<file path="src/rtl/spi_arbiter.sv">
// Round-robin arbiter sharing one SPI byte engine between N_REQ requesters.
// Sequences chip-select setup/hold, issues one engine start per byte and aborts on engine silence.
module spi_arbiter #(
    parameter int N_REQ   = 2,
    parameter int CS_DLY  = 4,
    parameter int TIMEOUT = 1023
) (
    input  logic                 clk,
    input  logic                 rst,
    input  logic [N_REQ-1:0]     req,
    input  logic [4*N_REQ-1:0]   len,
    input  logic [8*N_REQ-1:0]   tx_data,
    output logic [N_REQ-1:0]     tx_ack,
    output logic [N_REQ-1:0]     grant,
    output logic [N_REQ-1:0]     cs_n,
    output logic [7:0]           rx_data,
    output logic [N_REQ-1:0]     rx_valid,
    output logic [N_REQ-1:0]     done,
    output logic                 err,
    output logic                 eng_start,
    output logic [7:0]           eng_data_in,
    input  logic [7:0]           eng_data_out,
    input  logic                 eng_new_data
);

    localparam int IW = (N_REQ > 1) ? $clog2(N_REQ) : 1;
    localparam int DW = (CS_DLY > 1) ? $clog2(CS_DLY) : 1;
    localparam logic [DW-1:0] DLY_LAST = DW'(CS_DLY - 1);
    localparam logic [9:0]    WD_LAST  = 10'(TIMEOUT - 1);
    localparam logic [9:0]    WD_MAX   = 10'(TIMEOUT);

    typedef enum logic [2:0] {
        S_IDLE,
        S_CS_SETUP,
        S_START,
        S_WAIT,
        S_CS_HOLD,
        S_GAP
    } state_t;

    state_t         state, state_d;
    logic [IW-1:0]  owner, owner_d;
    logic [IW-1:0]  ptr, ptr_d;
    logic [3:0]     byte_cnt, byte_cnt_d;
    logic [DW-1:0]  dly, dly_d;
    logic [9:0]     wd, wd_d;
    logic           abort_flag, abort_d;

    logic [N_REQ-1:0] grant_d, cs_n_d, tx_ack_d, rx_valid_d, done_d;
    logic [7:0]       rx_data_d, eng_data_in_d;
    logic             err_d, eng_start_d;

    logic [IW-1:0]    win;
    logic [IW-1:0]    ptr_next;
    logic [IW:0]      cand;
    logic             any_req;
    logic [N_REQ-1:0] win_oh;
    logic [7:0]       owner_byte;

    // First requesting index at or after the pointer, wrapping past N_REQ-1.
    always_comb begin
        win     = ptr;
        any_req = 1'b0;
        cand    = '0;
        for (int i = 0; i < N_REQ; i++) begin
            cand = {1'b0, ptr} + (IW+1)'(i);
            if (cand >= (IW+1)'(N_REQ)) begin
                cand = cand - (IW+1)'(N_REQ);
            end
            if (!any_req && req[cand[IW-1:0]]) begin
                any_req = 1'b1;
                win     = cand[IW-1:0];
            end
        end
    end

    always_comb begin
        win_oh      = '0;
        win_oh[win] = 1'b1;
    end

    assign ptr_next   = (win == IW'(N_REQ - 1)) ? '0 : win + IW'(1);
    assign owner_byte = tx_data[{owner, 3'b000} +: 8];

    always_comb begin
        state_d       = state;
        owner_d       = owner;
        ptr_d         = ptr;
        byte_cnt_d    = byte_cnt;
        dly_d         = dly;
        wd_d          = wd;
        abort_d       = abort_flag;
        grant_d       = grant;
        cs_n_d        = cs_n;
        rx_data_d     = rx_data;
        eng_data_in_d = eng_data_in;
        tx_ack_d      = '0;
        rx_valid_d    = '0;
        done_d        = '0;
        err_d         = 1'b0;
        eng_start_d   = 1'b0;

        case (state)
            S_IDLE: begin
                if (any_req) begin
                    state_d    = S_CS_SETUP;
                    owner_d    = win;
                    ptr_d      = ptr_next;
                    byte_cnt_d = len[{win, 2'b00} +: 4];
                    grant_d    = win_oh;
                    cs_n_d     = ~win_oh;
                    dly_d      = '0;
                end
            end

            S_CS_SETUP: begin
                if (dly == DLY_LAST) begin
                    state_d       = S_START;
                    eng_start_d   = 1'b1;
                    eng_data_in_d = owner_byte;
                    tx_ack_d      = grant;
                end else begin
                    dly_d = dly + DW'(1);
                end
            end

            S_START: begin
                state_d = S_WAIT;
                wd_d    = '0;
            end

            // A byte arriving on the last watchdog cycle still counts as data.
            S_WAIT: begin
                if (eng_new_data) begin
                    rx_data_d  = eng_data_out;
                    rx_valid_d = grant;
                    if (byte_cnt == 4'd0) begin
                        state_d = S_CS_HOLD;
                        dly_d   = '0;
                    end else begin
                        byte_cnt_d    = byte_cnt - 4'd1;
                        state_d       = S_START;
                        eng_start_d   = 1'b1;
                        eng_data_in_d = owner_byte;
                        tx_ack_d      = grant;
                    end
                end else if (wd == WD_LAST) begin
                    wd_d    = WD_MAX;
                    abort_d = 1'b1;
                    state_d = S_CS_HOLD;
                    dly_d   = '0;
                end else if (wd != WD_MAX) begin
                    wd_d = wd + 10'd1;
                end
            end

            S_CS_HOLD: begin
                if (dly == DLY_LAST) begin
                    state_d = S_GAP;
                    cs_n_d  = '1;
                    grant_d = '0;
                    done_d  = grant;
                    err_d   = abort_flag;
                    abort_d = 1'b0;
                end else begin
                    dly_d = dly + DW'(1);
                end
            end

            S_GAP: begin
                state_d = S_IDLE;
            end

            default: begin
                state_d = S_IDLE;
            end
        endcase
    end

    always_ff @(posedge clk or negedge rst) begin
        if (!rst) begin
            state       <= S_IDLE;
            owner       <= '0;
            ptr         <= '0;
            byte_cnt    <= '0;
            dly         <= '0;
            wd          <= '0;
            abort_flag  <= 1'b0;
            grant       <= '0;
            cs_n        <= '1;
            tx_ack      <= '0;
            rx_valid    <= '0;
            done        <= '0;
            err         <= 1'b0;
            eng_start   <= 1'b0;
            eng_data_in <= '0;
            rx_data     <= '0;
        end else begin
            state       <= state_d;
            owner       <= owner_d;
            ptr         <= ptr_d;
            byte_cnt    <= byte_cnt_d;
            dly         <= dly_d;
            wd          <= wd_d;
            abort_flag  <= abort_d;
            grant       <= grant_d;
            cs_n        <= cs_n_d;
            tx_ack      <= tx_ack_d;
            rx_valid    <= rx_valid_d;
            done        <= done_d;
            err         <= err_d;
            eng_start   <= eng_start_d;
            eng_data_in <= eng_data_in_d;
            rx_data     <= rx_data_d;
        end
    end

endmodule

</file>
<file path="config.mk">
export PLATFORM = sky130hd
export DESIGN_NAME = spi_arbiter
export DESIGN_NICKNAME = d
export VERILOG_FILES = /design/src/rtl/spi_arbiter.sv
export SDC_FILE = /design/constraint.sdc
export NUM_CORES = 1
export LEC_CHECK = 0
export BUFFER_PORTS_ARGS = -buffer_cell sky130_fd_sc_hd__buf_2
export CAP_MARGIN = 20
export CORE_MARGIN = 1
export CORE_UTILIZATION = 57
export CTS_BUF_LIST = sky130_fd_sc_hd__clkbuf_4 sky130_fd_sc_hd__clkbuf_8 sky130_fd_sc_hd__clkbuf_16
export CTS_CLUSTER_DIAMETER = 100
export CTS_CLUSTER_SIZE = 14
export DETAILED_ROUTE_END_ITERATION = 10
export PLACE_DENSITY = 0.82
export SETUP_SLACK_MARGIN = 0.3
export SYNTH_ARGS = -nofsm -noshare
export SYNTH_HDL_FRONTEND = slang
export SYNTH_SLANG_ARGS = --single-unit
</file>
<file path="constraint.sdc">
create_clock -name clk -period 4.4 [get_ports clk]
set_input_delay 0.44 -clock clk [delete_from_list [all_inputs] [get_ports clk]]
set_output_delay 0.44 -clock clk [all_outputs]
set_load 0.02 [all_outputs]
</file>
==> reports/summary.md <==
## Status
* finished, final reports clean — status

## Global route
* 22.3% — GRT Util Overall
* 0 — remaining global-route overflow
* 0 — number of antenna violations at the first check in global routing
* 51 — pin count of the biggest net entering global routing
* 7770 um — global-route wire length before repair
* 1714 — vias in the first global route

## Routing
* 1987 — DR vias
* 0 — DRC errors left
* 4 — number of detailed-routing iterations run before antenna repair
* 14.3 um — post-detailed-route wirelength per cell
* 79 — DRC marker count from the first detailed-route iteration
* 4960 um — drt total wl
* 0 — Detail Route Antenna Nets
* 5.71 — via count normalized by instance count

## Synthesis
* 10.8 um2 — average cell area after synthesis
* 277 — Syn Nets
* 100% — proportion of register bits with asynchronous set or reset after synthesis
* 2540 um2 — Synth Cell Area
* 49.4% — Seq/Total Area, Yosys
* 236 — number of standard cells after synthesis
* dfrtp_1 — Synth Flop Type
* 0 — number of warnings reported in the yosys synthesis log
* 0 — number of enable flip-flop cells after synthesis
* 50 — FF+latch count, synth
* 48 — count of different cell masters after synthesis

## Cells and area
* buf_2 — most common cell after layout, fill and taps aside
* 37.6% — share of post-route cells with drive strength above 1
* 17.1% — area growth from synthesis to layout
* 338 — final net count
* 0 — Inserted Diodes
* 348 — post-layout instance count excluding filler cells
* buf_2, dfrtp_1, mux2_2 — highest-count cells in the layout ignoring fill and taps

## Floorplan
* 61.2% — Initial Utilization
* 23 — Placement Rows
* 68.7 um — die outline width
* 4720 um2 — die area
* 65 — Top-Level Pins
* 4140 um2 — core area
* 68.7 um — Vert. Die Dim

## Timing
* 0.446 GHz — maximum achievable frequency
* 0.0893 ns — Min Hold Slack
* 0 — final slew viol count
* 51.0% — final worst path period share
* 0 — final count of hold timing violations
* 0.00239 ns — Setup Skew
* 0 — final setup violation count
* 0 ns — Post-Route Setup TNS
* no — unrepaired setup endpoints after global routing
* 48.5% — headroom to the max-slew limit
* 0.773 ns — pin slew with the least headroom to its limit
* 2.24 ns — final period demand of the worst path

## Critical path
* 11 — largest driver fanout on the critical path
* 4.59 ns — CP Data Required Time
* register — Startpoint Class
* 2.43 ns — arrival time at the worst endpoint
* register — kind of end point of the critical path
* reg2reg — start-to-end type of the worst setup path

## Clock tree
* 0 — cts-stage hold buffer count
* 2 — H-tree depth
* 0 — number of instances resized during post-cts repair
* built — CTS tree
* 50 — CTS sink cnt
* 5 — TritonCTS buffer count
* 0.29 ns — Skew-Pair Late Insertion Delay
* 2 — Clock Path Buffers
* clkbuf_8 — Root Buffer
* 0.09 ns — clock slew at reported path FFs
* 0 — post-CTS setup buffer count

## Pwr
* 649 nW/um2 — power density over the cells
* 0.343 mV — IR drop worst, VDD
* 1.43 nW — Leakage

## Placement
* 0.826 — global placement routability congestion
* 338 — cell count after placement
* 64 — # port buffers
* 3570 um — Detail Placement HPWL

## Run
* 0 — max-cap violation count

## Min path
* in2async — path class of the lowest-slack min-delay path

## final timing paths
check	from	endpoint	slack [ns]	cells past startpoint
min reg2reg	cs_n[0]$_DFFE_PN1P_	cs_n[0]$_DFFE_PN1P_	0.48	2
min	rst	eng_data_in[3]$_DFFE_PN0P_	0.09	1
max	byte_cnt[0]$_DFFE_PN0P_	eng_data_in[3]$_DFFE_PN0P_	2.16	7
max reg2reg	byte_cnt[0]$_DFFE_PN0P_	eng_data_in[3]$_DFFE_PN0P_	2.16	7
min in group clk	eng_data_out[4]	rx_data[4]$_DFFE_PN0P_	0.37	2
max in group asynchronous	rst	cs_n[0]$_DFFE_PN1P_	3.72	2
## Yosys cell counts, drive strengths merged (3+ instances only)
library cell	n	area share (%)
a21oi	21	4.3
a22oi	3	0.89
a31oi	4	0.99
and2	5	1.2
and3	3	0.74
buf	10	3.0
dfrtp	48	47
ha	4	2.0
inv	7	1.0
mux2	27	12
mux2i	4	1.6
nand2	11	1.6
nand2b	3	0.74
nand3	6	1.2
nand4	3	0.74
nor2	23	3.4
nor3	6	1.4
nor3b	4	1.2
o21ai	11	2.3
o22a	4	1.4
o22ai	3	0.74
## cell type report
| class | count | area, um2 |
|---|---|---|
| flip-flops and latches | 50 | 1250 |
| fillers | 325 | 1170 |
| multi-input cells | 167 | 1170 |
| repair buffers | 66 | 345 |
| clock buffers | 5 | 68.8 |
| well taps | 50 | 62.6 |
| clock inverters | 3 | 43.8 |
| inverters | 7 | 26.3 |
## registers in the layout (all words and copies together) (netlist names)
name         cells
abort_flag       1
state            3
rx_valid         2
cs_n             2
ptr              1
err              1
eng_start        1
tx_ack           2
wd              10
rx_data          8
owner            1
dly              2
byte_cnt         4
eng_data_in      8
done             2
grant            2
## through the flow
stage | setup slack [ns] | cell area [um2] | util (%) | power, mW
after global placement | 2.22 | 2830 | 68.4 | 1.59
final | 2.16 | 2970 | 71.7 | 1.93
after CTS | 2.13 | 2950 | 71.1 | 1.94
after global routing | 1.95 | 2970 | 71.7 | 2.07
after detailed placement | 2.15 | 2830 | 68.4 | 1.62
after floorplan | 2.64 | 2540 | - | 1.41
## routing by layer
| metal | global-route usage [%] | routed length [um] | vias up |
|---|---|---|---|
| li1 | - | - | 981 |
| met5 | 0 | 0 | - |
| met4 | 6.12 | 49 | 0 |
| met3 | 3.95 | 256 | 6 |
| met2 | 37.9 | 2440 | 54 |
| met1 | 29.3 | 2220 | 946 |
## logic make-up after synthesis
kind of cell / after synthesis / synth area share [%]
AND/OR/NAND/NOR: 70 / 14.1
AO/OA/AOI/OAI: 60 / 15.8
flip-flops: 50 / 49.4
multiplexers: 31 / 13.6
buffers and inverters: 19 / 4.44
adder cells (fa/ha/maj): 5 / 2.37
XOR/XNOR: 1 / 0.345
## power by group
| part | switching (mW) | total, mW | internal, mW |
|---|---|---|---|
| sequential | 0.149 | 0.774 | 0.625 |
| clock | 0.146 | 0.317 | 0.170 |
| combinational | 0.465 | 0.838 | 0.373 |
| total | 0.760 | 1.93 | 1.17 |
## worst max-delay path: stages, from the launching register on
cell,delay [ns]
dfrtp_1,0.37
inv_1,0.06
ha_1,0.22
nor3b_1,0.17
nor2b_1,0.20
mux2i_1,0.10
nor2_1,0.59
mux2_2,0.41
Note: power is estimated with default switching activity, not from simulation.
